<file path="src/rtl/accumulator_8bit.sv">
// accumulator_8bit
//   Multi-operand summing stage. Accepts N_OPERANDS unsigned 8-bit operands
//   over a valid/ready handshake. It sums them into an 8-bit accumulator with
//   a sticky carry flag, then presents the total on an output handshake.
//
//   Optional feature macro: SATURATE_EN
//     defined   : any carrying addition loads the accumulator with 0xFF
//     undefined : wrap-around modulo 256
//
// Ports:
//   Clk      in   rising-edge clock
//   Rst_n    in   asynchronous active-low reset
//   Start    in   begin a run (honoured only in IDLE)
//   InValid  in   InData holds an operand
//   InReady  out  operand accepted this cycle (ACCUM)
//   InData   in   8-bit unsigned operand
//   OutValid out  final result available (DONE)
//   OutReady in   consumer takes the result
//   OutSum   out  live accumulator value
//   OutCarry out  sticky carry out of bit 7
//   Busy     out  any state other than IDLE
module accumulator_8bit #(
    parameter int N_OPERANDS = 4
) (
    input  logic       Clk,
    input  logic       Rst_n,
    input  logic       Start,
    input  logic       InValid,
    output logic       InReady,
    input  logic [7:0] InData,
    output logic       OutValid,
    input  logic       OutReady,
    output logic [7:0] OutSum,
    output logic       OutCarry,
    output logic       Busy
);

    typedef enum logic [1:0] {
        IDLE  = 2'd0,
        ACCUM = 2'd1,
        DONE  = 2'd2
    } state_t;

    localparam logic [7:0] LAST_COUNT = 8'(N_OPERANDS);

    state_t     state, state_next;
    logic [7:0] acc, acc_next;
    logic [7:0] count, count_next;
    logic       carry, carry_next;
    logic [8:0] sum9;

    always_ff @(posedge Clk or negedge Rst_n) begin
        if (!Rst_n) begin
            state <= IDLE;
            acc   <= '0;
            count <= '0;
            carry <= 1'b0;
        end else begin
            state <= state_next;
            acc   <= acc_next;
            count <= count_next;
            carry <= carry_next;
        end
    end

    always_comb begin
        state_next = state;
        acc_next   = acc;
        count_next = count;
        carry_next = carry;
        sum9       = {1'b0, acc} + {1'b0, InData};

        unique case (state)
            IDLE: begin
                if (Start) begin
                    acc_next   = '0;
                    count_next = '0;
                    carry_next = 1'b0;
                    state_next = ACCUM;
                end
            end
            ACCUM: begin
                if (InValid) begin
`ifdef SATURATE_EN
                    // Once at 0xFF every further non-zero add carries again,
                    // so saturation persists for the rest of the run.
                    acc_next = sum9[8] ? 8'hFF : sum9[7:0];
`else
                    acc_next = sum9[7:0];
`endif
                    carry_next = carry | sum9[8];
                    count_next = count + 8'd1;
                    if (count + 8'd1 == LAST_COUNT) begin
                        state_next = DONE;
                    end
                end
            end
            DONE: begin
                if (OutReady) begin
                    state_next = IDLE;
                end
            end
            default: state_next = IDLE;
        endcase
    end

    // All outputs decode from registered state only.
    assign InReady  = (state == ACCUM);
    assign OutValid = (state == DONE);
    assign Busy     = (state != IDLE);
    assign OutSum   = acc;
    assign OutCarry = carry;

endmodule

</file>
<file path="config.mk">
export PLATFORM = sky130hd
export DESIGN_NAME = accumulator_8bit
export DESIGN_NICKNAME = d
export VERILOG_FILES = /design/src/rtl/accumulator_8bit.sv
export SDC_FILE = /design/constraint.sdc
export NUM_CORES = 1
export LEC_CHECK = 0
export CORE_MARGIN = 2
export CORE_UTILIZATION = 40
export DETAILED_ROUTE_END_ITERATION = 8
export GPL_ROUTABILITY_DRIVEN = 0
export PLACE_DENSITY = 0.62
export SETUP_SLACK_MARGIN = 0.1
export SLEW_MARGIN = 20
export SYNTH_ARGS = -nofsm -noshare
export SYNTH_HDL_FRONTEND = slang
export SYNTH_SLANG_ARGS = --single-unit
</file>
<file path="constraint.sdc">
create_clock -name Clk -period 2.74 [get_ports Clk]
set_input_delay 0.548 -clock Clk [delete_from_list [all_inputs] [get_ports Clk]]
set_output_delay 0.548 -clock Clk [all_outputs]
set_load 0.1 [all_outputs]
</file>
==> run metrics, run 1 <==
status finished, final reports clean; GR Overflow Total 0; CTS buffer count 3; Worst path max stage delay 0.44 ns; Post-Syn Instances 132; Multi-input gate area 761 sq um; layout cells sized above 1 15.1%; crit path launch type input pin; final net count 184; Cell Area, Synth 1260 sq um; Routed WL per cell 15.0 microns; fin crit period 2.30 ns; Max Cap Violations 0; Sequential cell area 475 sq um; fin. max-slew vios 0; Crit Path Max Fanout 3; proportion of synthesized area in mux cells 2.38%; Worst slew margin roughly three fifths; Antenna diodes 0; RR Endpoint OutCarry$_DFFE_PN0P_; Reg2Reg Setup Slack 0.68 ns; Worst Path Required around 3 ns; Avg Inst Size Synth 9.56 sq um; FFs w/ async S/R, synth 100%; register area share after synthesis 37.7%; cell accounting for the most synthesized area dfrtp_1; fraction of synthesized cell area in xor and xnor cells 2.08%; CP max-delay cell fa_1; top post-synthesis cells by area dfrtp_1 38%, ha_1 9.9%, nand2_1 3.9%, a21oi_1 3.2%, nor2_1 3.0%; fmax 0.434 GHz; CTS clk-pin slew, worst paths 0.12 ns; Yosys top cell area share 37.7%; Synth Register Bits 19; most common flop cell mapped by yosys dfrtp_1; cts repair resizes 0; global-route wire length before repair 5.14 mm; Worst Setup End Kind register; Clock Skews 0.00192 ns; die area between 3000 and 4000 sq um; height of the die 60.2 microns; core area 3030 sq um; FF-to-FF Start OutSum[0]$_DFFE_PN0P_; worst-skew pair later-pin latency 0.31 ns; worst hold-check path type reg -> reg; Syn Nets approximately 160; final wirelength 3.05 mm; CTS Hold Buffers Added 0; Post-Synth Simple-Gate Area 18.3%; vias in the first global route 1122; largest family of logic cells by synthesized area compound AO/OA/AOI/OAI gates; hold path cells 1; GR Util All Layers 19.0%; count leader, synth dfrtp_1; R2R cell count 6; Die W approximately 60 microns; Antenna Violating Nets Remaining 0; top cells by count, synth 19 x dfrtp_1, 13 x nand2_1, 10 x ha_1, 10 x nor2_1, 8 x a21oi_1; DRC Markers 0; Clock Sinks 19; final worst-path cycle share 84.0%; port bufs 24; setup violators final 0; root buffer cell clkbuf_4; area grow syn2layout 23.5%; hold path start count[6]$_DFFE_PN0P_; Synth Area in Compound Gates between 20% and 30%; Worst Setup Path Type in -> reg; critical path, cell by cell clkdlybuf4s50_1, ha_1, fa_1, a211oi_2, o21ai_0, a31o_2, a31o_2; Netlist cell types 44; 1st-pass router iterations 4; Post-CTS Setup Repair Bufs 0; Longest Clk Path Bufs 2; most frequent CP cell a31o_2; DP HPWL 2.22 mm; largest net degree at the start of global routing 20; Worst-Margin Slew 0.571 ns; RSZ-0062 raised after global routing false; Arrival @ worst endpoint 2.52 ns; initial antenna violation count 0; EDFF count, synth 0; CTS tree built; Fin. Hold Viols 0; synthesis warning total 0; hold path endpoint count[6]$_DFFE_PN0P_; drt first-iter violations 34; routed vias 1145; # rows 20; total negative slack 0 ns; vias per inst between 5 and 6; I/O Pins 25; Starting Density a little over two fifths; Post-Synth Adder-Cell Area 11.5%; Filler Cells Inserted 295; Clock H-tree levels 1
[layout by cell type, fill, tap and decap left out, types with 2 or more instances in the layout]
cell	instances
nand2_1	13
clkbuf_4	3
o21a_1	3
buf_4	15
a31o_2	2
a211o_1	2
nand3_1	5
inv_1	2
nand2b_1	3
clkdlybuf4s50_1	12
a22o_1	3
nor2_1	10
o21ai_0	7
a21o_1	3
ha_1	10
o31ai_1	3
xor2_1	2
nand3b_1	2
a31oi_1	2
dfrtp_1	19
nand4_1	2
mux2i_1	3
a21oi_1	8
nor3b_1	3
[worst max path at each step]
stage                           from  slack (ns)                   end
6_report                   InData[0]        0.44  OutCarry$_DFFE_PN0P_
5_1_grt                    InData[0]        0.34  OutCarry$_DFFE_PN0P_
4_1_cts                    InData[0]        0.43  OutCarry$_DFFE_PN0P_
3_5_place_dp               InData[0]        0.09  OutCarry$_DFFE_PN0P_
3_3_place_gp               InData[0]        0.13  OutCarry$_DFFE_PN0P_
2_1_floorplan  OutSum[0]$_DFFE_PN0P_        0.24  OutCarry$_DFFE_PN0P_
[sequential cells by signal, summed over array words and instances (netlist names)]
name      count
OutCarry      1
OutSum        8
count         8
state         2
[through the flow]
step | hold WS (ns) | util (%) | setup slack (ns) | cell area [sq um] | std cells
2_1_floorplan | 0.252 | - | 0.236 | 1260 | 132
3_3_place_gp | 0.502 | 50.6 | 0.132 | 1530 | 199
3_5_place_dp | 0.506 | 50.6 | 0.0941 | 1530 | 199
4_1_cts | 0.544 | 51.5 | 0.433 | 1560 | 203
5_1_grt | 0.564 | 51.5 | 0.341 | 1560 | 203
6_report | 0.541 | 51.5 | 0.437 | 1560 | 203
[cells by family after synthesis]
| family | count (synthesis) |
|---|---|
| fa+ha+maj | 11 |
| xor+xnor | 3 |
| compound gates | 45 |
| simple gates | 45 |
| buf+inv | 6 |
| flops | 19 |
| mux | 3 |
[layout make-up]
cell class                 count  area share [%]
multi-input combinational    107            48.8
sequential                    19            30.5
timing repair buffer          27            14.9
tap                           44            3.53
clock buffer                   3            1.44
clock inverter                 1           0.321
inverter                       2           0.482
[critical path: cells and delay by family]
kind	cells	cell delay [ns]
AOI/OAI and AO/OA	4	0.88
adders and majority gates	2	0.68
buffers and inverters	1	0.41
[per-layer routing]
layer / vias to the layer above / routed length, microns / global-route usage, %
met5: - / 0 / 0
met4: 0 / 52 / 5.71
met3: 6 / 105 / 4.11
met2: 24 / 1420 / 30.7
met1: 558 / 1470 / 25.3
li1: 557 / - / -
Power of run 1 is left out: the tool's default activity adds up to more than one toggle a clock period on the data nets, which glitch-free logic cannot reach.
==> run 2: changes to the inputs <==
PLACE_DENSITY = 0.65   (was 0.62)
clock period = 2 ns   (was 2.74 ns; I/O delays follow)
==> run metrics, run 2 (synthesized netlist as in run 1, its figures left out) <==
Worst-Margin Slew 0.386 ns (-0.185 ns); I/O Pins 25 (unchanged); initial antenna violation count 0 (unchanged); Clock H-tree levels 1 (unchanged); CP max-delay cell dfrtp_4; Fin. Hold Viols 0 (unchanged); CTS tree built; fin. max-slew vios 0 (unchanged); largest net degree at the start of global routing 20 (unchanged); RR Endpoint OutSum[6]$_DFFE_PN0P_; root buffer cell clkbuf_4; FF-to-FF Start OutSum[0]$_DFFE_PN0P_; layout cells sized above 1 28.8% (+14 points); Die W 60.2 microns (unchanged); vias in the first global route 1245 (+11%); worst-skew pair later-pin latency 0.30 ns (about the same); CTS clk-pin slew, worst paths 0.11 ns (about the same); crit path launch type register; GR Util All Layers 19.8% (+0.81 points); Antenna Violating Nets Remaining 0 (unchanged); Starting Density 41.7% (unchanged); critical path, cell by cell ha_4, fa_2, a211oi_4, or4b_1, a21oi_1, a221o_2; setup violators final 0 (unchanged); Arrival @ worst endpoint 2.10 ns (-0.42 ns); Reg2Reg Setup Slack 0.09 ns (-0.59 ns); Worst Setup End Kind register; area grow syn2layout 41.0%; Worst path max stage delay 0.50 ns (+0.06 ns); Routed WL per cell 14.0 microns (-6.8%); RSZ-0062 raised after global routing true; Longest Clk Path Bufs 2 (unchanged); worst hold-check path type in -> async; 1st-pass router iterations 4 (unchanged); final net count 202 (+9.8%); fin crit period roughly 1.9 ns; most common cell after layout, fill and taps aside buf_4; Crit Path Max Fanout 3 (unchanged); port bufs 24 (unchanged); DP HPWL 2.41 mm (+8.5%); status finished, final reports clean; Worst slew margin 73.6% (+13 points); # rows 20 (unchanged); most frequent cells in the layout 29 x buf_4, 13 x nand2_1, 12 x dfrtp_1; Max Cap Violations 0 (unchanged); final wirelength 3.10 mm (+1.4%); final worst-path cycle share 95.5%; Worst Path Required 2.19 ns (-0.77 ns); GR Overflow Total 0 (unchanged); height of the die 60.2 microns (unchanged); vias per inst 5.51 (-2.3%); Antenna diodes 0 (unchanged); CTS buffer count 3 (unchanged); Buf/Inv on CP 0 (-1); Hold WS 0.420 ns (-0.120 ns); fmax between 0.5 and 0.6 GHz; R2R cell count 6 (unchanged); core area 3030 sq um (unchanged); drt first-iter violations 65 (+91%); Clock Sinks 19 (unchanged); DRC Markers 0 (unchanged); global-route wire length before repair 5.42 mm (+5.4%); family with the most delay on the worst path compound AO/OA/AOI/OAI gates; Worst Setup Path Type reg -> reg; die area 3620 sq um (unchanged); Clock Skews 0.000688 ns (-0.00123 ns); routed vias 1218 (+6.4%)
-- run 2: repair_timing --
action                     4_1_cts  5_1_grt
buffers inserted                 2        0
hold buffers                     0        0
pin swaps                        8        1
resized for setup                3        0
setup endpoints to repair        2        2
-- run 2: worst max path at each step --
stage | start | cells after the start | to | slack, ns
floorplan | OutSum[0]$_DFFE_PN0P_ | 6 | OutCarry$_DFFE_PN0P_ | -0.17
global placement | InData[0] | 7 | OutCarry$_DFFE_PN0P_ | -0.40
detailed placement | InData[0] | 7 | OutCarry$_DFFE_PN0P_ | -0.43
CTS | OutSum[0]$_DFFE_PN0P_ | 6 | OutSum[6]$_DFFE_PN0P_ | 0.08
global route | OutSum[0]$_DFFE_PN0P_ | 6 | OutCarry$_DFFE_PN0P_ | 0.006
finish | OutSum[0]$_DFFE_PN0P_ | 6 | OutSum[6]$_DFFE_PN0P_ | 0.09
-- run 2: per-stage QoR --
stage	util (%)	cell area [sq um]	TNS, ns	setup WS, ns	instances
finish	58.8	1780	0	0.0895	221
CTS	58.8	1780	0	0.0806	221
global placement	57.2	1730	-1.04	-0.397	215
global route	58.8	1780	0	0.00618	221
detailed placement	57.2	1730	-1.17	-0.425	215
floorplan	-	1290	-0.248	-0.165	132
-- run 2: layout make-up --
class / count / area [sq um]
sequential: 19 / 489
inverter: 2 / 7.51
timing repair buffer: 45 / 417
fill: 273 / 1250
clock buffer: 4 / 26.3
multi-input combinational: 107 / 786
tap: 44 / 55.1
-- run 2: metal layers --
layer	vias to the layer above	track usage [%]	wire [microns]
li1	593	-	-
met1	601	23.4	1370
met4	0	7.30	20
met5	-	0	0
met2	22	35.1	1600
met3	2	4.11	103
-- run 2: worst reg2reg max path, stage by stage, from the launching register on --
cell	delay (ns)
dfrtp_4	0.50
ha_4	0.17
fa_2	0.38
a211oi_4	0.25
or4b_1	0.15
a21oi_1	0.05
a221o_2	0.30
Power of run 2 is left out for the same reason.
==> run 3: changes to the inputs <==
CAP_MARGIN = 15   (was not set)
CORE_ASPECT_RATIO = 1.75   (was not set)
GPL_ROUTABILITY_DRIVEN = not set   (was 0)
==> run metrics, run 3 (synthesized netlist as in run 1, its figures left out) <==
status finished, final reports clean; GPL Wtd Cong 0.862; Clock Sinks 19 (unchanged); core area 3070 sq um (+1.5%); vias in the first global route 1181 (-5.1%); CTS clk-pin slew, worst paths 0.08 ns (-0.03 ns); Starting Density 41.1% (-0.63 points); most frequent cells in the layout 30 x buf_4, 13 x nand2_1, 12 x dfrtp_1; Fin. Hold Viols 0 (unchanged); Worst Setup Path Type in -> reg; Antenna diodes 0 (unchanged); GR Util All Layers 19.0% (-0.87 points); R2R cell count 6 (unchanged); Routed WL per cell 13.9 microns (-0.97%); DRC Markers 0 (unchanged); fin cells 222 (+0.45%); CTS tree built; initial antenna violation count 0 (unchanged); setup violators final 0 (unchanged); Worst-Margin Slew 0.343 ns (-0.0433 ns); Worst Path Required 2.15 ns (-0.04 ns); fmax 0.509 GHz (-2.7%); 1st-pass router iterations 4 (unchanged); Max Cap Violations 0 (unchanged); crit path launch type input pin; fin crit period 1.96 ns (+0.0527 ns); Antenna Violating Nets Remaining 0 (unchanged); vias per inst 5.58 (+1.2%); # rows 27 (+35%); height of the die 78.3 microns (+30%); Worst Setup End Kind register; most common cell after layout, fill and taps aside buf_4; drt first-iter violations 36 (-45%); layout cells sized above 1 30.7% (+1.9 points); Arrival @ worst endpoint 2.12 ns (+0.02 ns); area grow syn2layout 45.4%; final wirelength 3.08 mm (-0.52%); Worst slew margin 76.9% (+3.3 points); routed vias 1238 (+1.6%); RR Endpoint OutCarry$_DFFE_PN0P_; port bufs 24 (unchanged); final worst-path cycle share 98.2% (+2.6 points); DP HPWL 2.37 mm (-1.5%); final net count 204 (+0.99%); Reg2Reg Setup Slack 0.04 ns (-0.05 ns); CTS Hold Buffers Added 0 (unchanged); Longest Clk Path Bufs 2 (unchanged); global-route wire length before repair 5.09 mm (-6.0%); Critical Path Start InData[1]; Clock Skews 0.00101 ns (+0.000322 ns); Die W 46.5 microns (-23%); CTS buffer count 3 (unchanged); Clock H-tree levels 1 (unchanged); worst-skew pair later-pin latency 0.26 ns (-0.04 ns); die area 3640 sq um (+0.48%); FF-to-FF Start OutSum[0]$_DFFE_PN0P_; fin. max-slew vios 0 (unchanged); I/O Pins 25 (unchanged); Crit Path Max Fanout 4 (+1); GR Overflow Total 0 (unchanged); worst hold-check path type in -> async; RSZ-0062 raised after global routing true; root buffer cell clkbuf_8; Placed Cells 216 (+0.47%); crit path capture OutCarry$_DFFE_PN0P_; largest net degree at the start of global routing 20 (unchanged)
-- run 3: cell count changes in the layout (fill, tap and decap cells not counted), sizes merged --
cell / delta
buf: +2
clkbuf: -1
clkinvlp: +1
-- run 3: area by class of cell --
class                      count  area (sq um)
clock buffer                   3          41.3
clock inverter                 1          7.51
fill                         270          1240
inverter                       2          7.51
multi-input combinational    107           792
sequential                    19           489
tap                           43          53.8
timing repair buffer          47           444
-- run 3: through the flow --
step | TNS, ns | utilization, % | setup slack [ns] | cell area (sq um) | hold WS [ns]
after floorplan | -0.248 | - | -0.165 | 1290 | 0.104
after global placement | -0.938 | 57.2 | -0.378 | 1760 | 0.495
after detailed placement | -1.16 | 57.2 | -0.423 | 1760 | 0.499
after CTS | 0 | 59.5 | 0.0491 | 1830 | 0.478
after global routing | -0.0819 | 59.7 | -0.0505 | 1840 | 0.485
final | 0 | 59.7 | 0.0368 | 1840 | 0.473
-- run 3: what timing repair did --
action / 4_1_cts / 5_1_grt
cloned: 0 / 0
pin swaps: 8 / 1
buffers inserted: 2 / 0
gates resized for setup: 3 / 2
endpoints found under the setup margin: 2 / 3
-- run 3: worst min-delay path by stage --
stage / start / to / cells after the start
6_report: Rst_n / count[1]$_DFFE_PN0P_ / 2
5_1_grt: Rst_n / count[1]$_DFFE_PN0P_ / 2
4_1_cts: Rst_n / count[1]$_DFFE_PN0P_ / 2
3_5_place_dp: OutSum[2]$_DFFE_PN0P_ / OutSum[2]$_DFFE_PN0P_ / 2
3_3_place_gp: OutSum[2]$_DFFE_PN0P_ / OutSum[2]$_DFFE_PN0P_ / 2
2_1_floorplan: Rst_n / OutCarry$_DFFE_PN0P_ / 0
-- run 3: metal layers --
layer,vias up,share of wire [%],GRT usage [%]
met5,-,0,0
met4,0,3.2,10.0
met3,10,5.2,3.68
met2,44,50,30.6
met1,588,41,22.6
li1,596,-,-
-- run 3: critical path: stages --
cell,delay (ns)
clkdlybuf4s50_1,0.47
fa_2,0.44
a211oi_4,0.28
o21ai_1,0.10
a31o_2,0.21
a31o_2,0.22
Power of run 3 is left out for the same reason.
